<file path="config.mk">
export PLATFORM = sky130hd
export DESIGN_NAME = sd_spi_byte_if
export DESIGN_NICKNAME = d
export VERILOG_FILES = /design/src/rtl/sd_spi_byte_if.sv
export SDC_FILE = /design/constraint.sdc
export NUM_CORES = 1
export LEC_CHECK = 0
export CAP_MARGIN = 20
export CORE_ASPECT_RATIO = 1.1
export CORE_MARGIN = 5
export CORE_UTILIZATION = 54
export DETAILED_ROUTE_END_ITERATION = 8
export GPL_TIMING_DRIVEN = 0
export PLACE_DENSITY = 0.78
export REMOVE_ABC_BUFFERS = 1
export SYNTH_ARGS = -nofsm -noshare
export SYNTH_HDL_FRONTEND = slang
export SYNTH_SLANG_ARGS = --single-unit
</file>
<file path="constraint.sdc">
create_clock -name clk -period 3.2 [get_ports clk]
set_clock_uncertainty 0.2 [all_clocks]
set_input_delay 0.64 -clock clk [delete_from_list [all_inputs] [get_ports clk]]
set_output_delay 0.64 -clock clk [all_outputs]
set_load 0.01 [all_outputs]
</file>
<file path="src/rtl/sd_spi_byte_if.sv">
// sd_spi_byte_if: oversampled SPI mode-0 byte interface on the system clock.
//   clk, rst   : system clock, synchronous active-high reset
//   sclk, cs_n, mosi : asynchronous SPI inputs (2-flop synchronised here)
//   tx_byte, tx_load : next byte to transmit and its one-clk load strobe
//   miso       : card -> host data, 1 while deselected or after reset
//   rx_byte    : last completed received byte (valid with byte_done)
//   byte_done  : one-clk strobe after the 8th rising sclk edge of a byte
//   cs_active  : synchronised chip-select, high while selected
//
// Handshake: byte_done is a one-clk valid strobe with no back-pressure; the
// consumer must answer with tx_load (one clk later is fine) before the next
// falling sclk edge, which then drives tx_byte[7]. If no load arrives, the
// shifter keeps draining and fills with 1s.
module sd_spi_byte_if (
  input  logic       clk,
  input  logic       rst,
  input  logic       sclk,
  input  logic       cs_n,
  input  logic       mosi,
  input  logic [7:0] tx_byte,
  input  logic       tx_load,
  output logic       miso,
  output logic [7:0] rx_byte,
  output logic       byte_done,
  output logic       cs_active
);

  logic [1:0] sclk_sync;
  logic [1:0] cs_sync;
  logic [1:0] mosi_sync;
  logic       sclk_q;
  logic [2:0] bit_cnt;
  logic [6:0] rx_shift;
  logic [7:0] tx_shift;
  logic       sclk_rise;
  logic       sclk_fall;

  assign sclk_rise = sclk_sync[1] & ~sclk_q;
  assign sclk_fall = ~sclk_sync[1] & sclk_q;
  assign cs_active = ~cs_sync[1];

  always_ff @(posedge clk) begin
    if (rst) begin
      sclk_sync <= 2'b00;
      cs_sync   <= 2'b11;
      mosi_sync <= 2'b11;
      sclk_q    <= 1'b0;
      bit_cnt   <= 3'd0;
      rx_shift  <= 7'd0;
      tx_shift  <= 8'hFF;
      miso      <= 1'b1;
      rx_byte   <= 8'h00;
      byte_done <= 1'b0;
    end else begin
      sclk_sync <= {sclk_sync[0], sclk};
      cs_sync   <= {cs_sync[0], cs_n};
      mosi_sync <= {mosi_sync[0], mosi};
      sclk_q    <= sclk_sync[1];
      byte_done <= 1'b0;
      if (cs_sync[1]) begin
        bit_cnt  <= 3'd0;
        tx_shift <= 8'hFF;
        miso     <= 1'b1;
      end else begin
        if (sclk_rise) begin
          rx_shift <= {rx_shift[5:0], mosi_sync[1]};
          bit_cnt  <= bit_cnt + 3'd1;
          if (bit_cnt == 3'd7) begin
            byte_done <= 1'b1;
            rx_byte   <= {rx_shift, mosi_sync[1]};
          end
        end
        // The load lands between the 8th rising edge and the following
        // falling edge, so both never coincide at the supported ratios.
        if (tx_load) begin
          tx_shift <= tx_byte;
        end else if (sclk_fall) begin
          miso     <= tx_shift[7];
          tx_shift <= {tx_shift[6:0], 1'b1};
        end
      end
    end
  end

endmodule

</file>
# Word level (Yosys, flattened, before mapping)
# Index checks and enable logic that the tools add are counted.
# word_totals
register_bits	35
wordCells	28
in_bits	14
output_inout_bits	11
# classes
eq_ne	1
mux	3
n_bitwise	7
reduce_logical	6
n_addsub	1
# op_table
cell	n
2-to-1 mux 8 bit	2
inverter 1 bit	5
AND reduction 2 bit	2
adder 3 x 1 -> 3 bit (second input constant)	1
equality test 3 bit (second input constant)	1
AND reduction 3 bit	1
OR reduction 3 bit	1
bitwise AND 1 bit	2
nonzero test 2 bit	1
OR reduction 2 bit	1
2-to-1 mux 1 bit	1

# Longest topological paths before layout
# depth
word_depth	4
ltp_mapped	6

# Worst setup path after synthesis
# Ideal clock, no wire load.
# synth_path
path_kind	input to register
start	input tx_load
end	register tx_shift[7]
arrival_time_ns	1.231
n_path_buf	2
setup_ns	0.142
path_slack_ns	1.626
cell_stages	4
cell_sequence	clkbuf_1 buf_2 nand3b_1 o2111ai_1
# synth_via
elab_chain_cells	1
word_cells_on_any_way	2
# synth_lines
element	line_no	rtl
from (decl)	21	input logic tx_load,
2-to-1 mux 8 bit / nonzero test 2 bit (equally long branches)	n/a	
to (signal assigned)	76	tx_shift <= tx_byte;
to (signal assigned)	79	tx_shift <= {tx_shift[6:0], 1'b1};
to (decl)	34	logic [7:0] tx_shift;
# Parallel ways exist; a longest one is shown, timed or not.
# A chain may end at the register's enable or synchronous reset.

# Final worst setup path
# layout_path
start	register cs_sync[1]
end	output cs_active
# layout_via
elab_chain_cells	1
# layout_lines
element	line_no	rtl
from (decl)	29	logic [1:0] cs_sync;
from (signal assigned)	56	cs_sync <= {cs_sync[0], cs_n};
inverter 1 bit (no line)	n/a	
to (decl)	25	output logic cs_active
# Every way passes these cells.

==> run summary <==
peak supply drop: 445 uV
Area growth, synth to finish: 24.2%
Synth async-reset ratio: 0
Iteration-0 DRC Markers: 10
Fmax: 0.407 GHz
CTS tree: yes
global-route wire length before repair: 4260 um
H-tree levels: 2
setup TNS: 0 ns
synthesized area: 1400 um^2
R2R depth: 6
via count: 1,056
number of nets in the layout: 186
Post-CTS Setup Bufs: 0
max-slew violations: 0
antenna-violating nets left: 0
ant diodes: 0
final hold violation count: 0
Worst setup SP type: flip-flop
DR pass1 iterations: 4
flop-to-flop setup slack: 1.36 ns
root buffer cell: clkbuf_4
Hold Crit Class: flip-flop to flip-flop
status: finished clean
Post-Synthesis Cells: 147
share of power burned in registers: 0.542
Vias per Instance: 5.23
sequential share of the synthesized area: 0.502
Clock Latency Late Sink: 0.33 ns
Yosys reg bits: 35
critical path endpoint category: primary output
Compound-Gate Fraction of Synth Area: 0.152
PostCTS Resize Cnt: 0
critical path type: flip-flop to primary output
Final Critical Period: 2.46 ns
placed insts: 193
CP required: 2.36 ns
RR Startpoint: bit_cnt[0]$_SDFFE_PP0N_
syn avg cell area: 9.49 um^2
crit path to: cs_active
Row Count: 19
largest area contributor in the netlist: dfxtp_1
Max-Cap Viols: 0
Switching Fraction: 0.203
Initial Util: 0.559
initial antenna violation count: 0
yosys warns: 0
mux share of post-synthesis cell area: 0.0143
Leak: 0.631 nW
post-DP HPWL: 1780 um
RSZ-0062 raised after global routing: false
Top FF cell, synth: dfxtp_1
hold_buf cts: 0
arrival time worst endpoint: 1.62 ns
vias in the first global route: 1,060
ranking of synthesized cells by area: dfxtp_1, nand2_1, nand2b_1
Post-Synth XOR/XNOR Area: 0.00628
gpl congestion: 0.757
drt wl/cell: 12.6 um
Net Switching: 0.167 mW
Non-Filler Instances: 202
Die Y: 63.3 um
layout cells sized above 1: 0.158
Final period util: 0.768
Routed WL: 2550 um
crit path max fanout: 15
FF-to-FF End: rx_byte[7]$_SDFFE_PP0P_
Clock transition at path regs: 0.10 ns
pin count of the biggest net entering global routing: 28
Placeable Area: 2500 um^2
Global Route Usage Sum: 0.151
crit path from: cs_sync[1]$_SDFF_PP1_
clk sinks: 35
# setup viols final: 0
IO buf count: 24
largest family of logic cells by synthesized area: simple AND/OR/NAND/NOR gates
Power Dens Cells: 474 nW/um^2
Filler cells: 211
Slew HR: 0.601
Int Power: 0.655 mW
Adder-Cell Fraction of Synth Area: 0.0179
TritonCTS buffer count: 5
Synth Area in Simple Gates: 0.259
grt ovf: 0
top cell type's share of synthesized area: 0.502
Bufs on Longest Clock Path: 2
Distinct cells, synth: 30
I/O pin count: 25
most common cell after layout, fill and taps aside: dfxtp_1
worst slew pin tran: 0.598 ns
Post-synth EDFFs: 0
most frequent cells in the layout: dfxtp_1, nand2_1, clkdlybuf4s50_1
drc violations: 0
Die W: 58.5 um
Clk pwr share: 0.394
Gate power share: 0.063
Die ar.: 3700 um^2
==> sequential cells by signal, summed over array words and instances (netlist names) <==
signal and cells:
rx_byte 8, tx_shift 8, rx_shift 7, bit_cnt 3, cs_sync 2, mosi_sync 2
sclk_sync 2, byte_done 1, miso 1, sclk_q 1
==> per-stage QoR <==
step	cell area (um^2)	util	total power, mW	hold slack [ns]	setup slack, ns
after global routing	1730	0.694	0.860	0.267	0.614
after global placement	1610	0.647	0.502	0.193	0.491
final	1730	0.694	0.822	0.222	0.744
after detailed placement	1620	0.649	0.504	0.199	0.465
after floorplan	1340	-	0.474	0.189	1.34
after CTS	1710	0.683	0.826	0.222	0.721
==> power groups by stage <==
stage          Sequential, mW  Combinational [mW]  Clock [mW]
6_report                0.446              0.0522       0.324
5_1_grt                 0.447              0.0570       0.356
4_1_cts                 0.446              0.0483       0.332
3_5_place_dp            0.456              0.0481           0
3_3_place_gp            0.455              0.0461           0
2_1_floorplan           0.455              0.0196           0
==> how the worst min path moves through the flow <==
stage	slack [ns]	depth (start not counted)	endpoint	start
after floorplan	0.19	1	cs_sync[1]$_SDFF_PP1_	cs_sync[0]$_SDFF_PP1_
after global placement	0.19	1	mosi_sync[1]$_SDFF_PP1_	mosi_sync[0]$_SDFF_PP1_
after detailed placement	0.20	1	mosi_sync[1]$_SDFF_PP1_	mosi_sync[0]$_SDFF_PP1_
after CTS	0.22	1	mosi_sync[1]$_SDFF_PP1_	mosi_sync[0]$_SDFF_PP1_
after global routing	0.27	1	mosi_sync[1]$_SDFF_PP1_	mosi_sync[0]$_SDFF_PP1_
final	0.22	1	mosi_sync[1]$_SDFF_PP1_	mosi_sync[0]$_SDFF_PP1_
==> synthesized netlist by cell type, types with 2 or more instances <==
library cell  instances
a21oi_2               8
mux2i_1               2
nand2b_1             13
o2111ai_1             6
a21oi_1               7
inv_1                 2
ha_1                  2
nand2_1              30
dfxtp_1              35
nor3_2                3
nor2b_1               4
o21ai_1               9
or2_2                 3
buf_4                 2
buf_2                 6
==> cell type report <==
type / instances / area [um^2] / share of cell area
clock buffer: 6 / 51.3 / 0.0296
clock inverter: 2 / 35.0 / 0.0202
multi-input combinational: 100 / 627 / 0.362
tap: 31 / 38.8 / 0.0224
timing repair buffer: 26 / 273 / 0.157
sequential: 35 / 701 / 0.404
inverter: 2 / 7.51 / 0.00433
==> metal layers <==
metal | vias to the layer above | track usage | share of wire
met1 | 482 | 0.161 | 0.40
li1 | 544 | - | -
met4 | 0 | 0.104 | 0.032
met2 | 21 | 0.253 | 0.52
met3 | 9 | 0.0388 | 0.047
met5 | - | 0 | 0
==> kinds of logic after synthesis <==
group,Yosys count
and+or+nand+nor,64
xor gates and xnor gates,1
DFF,35
adders and majority gates,2
AOI/OAI and AO/OA,31
buffers and inverters,12
muxes,2
==> worst max-delay path, stage by stage (launching register included) <==
cell,delay [ns]
dfxtp_1,0.71
inv_1,0.08
clkdlybuf4s50_1,0.49
Note: power is estimated with default switching activity, not from simulation.
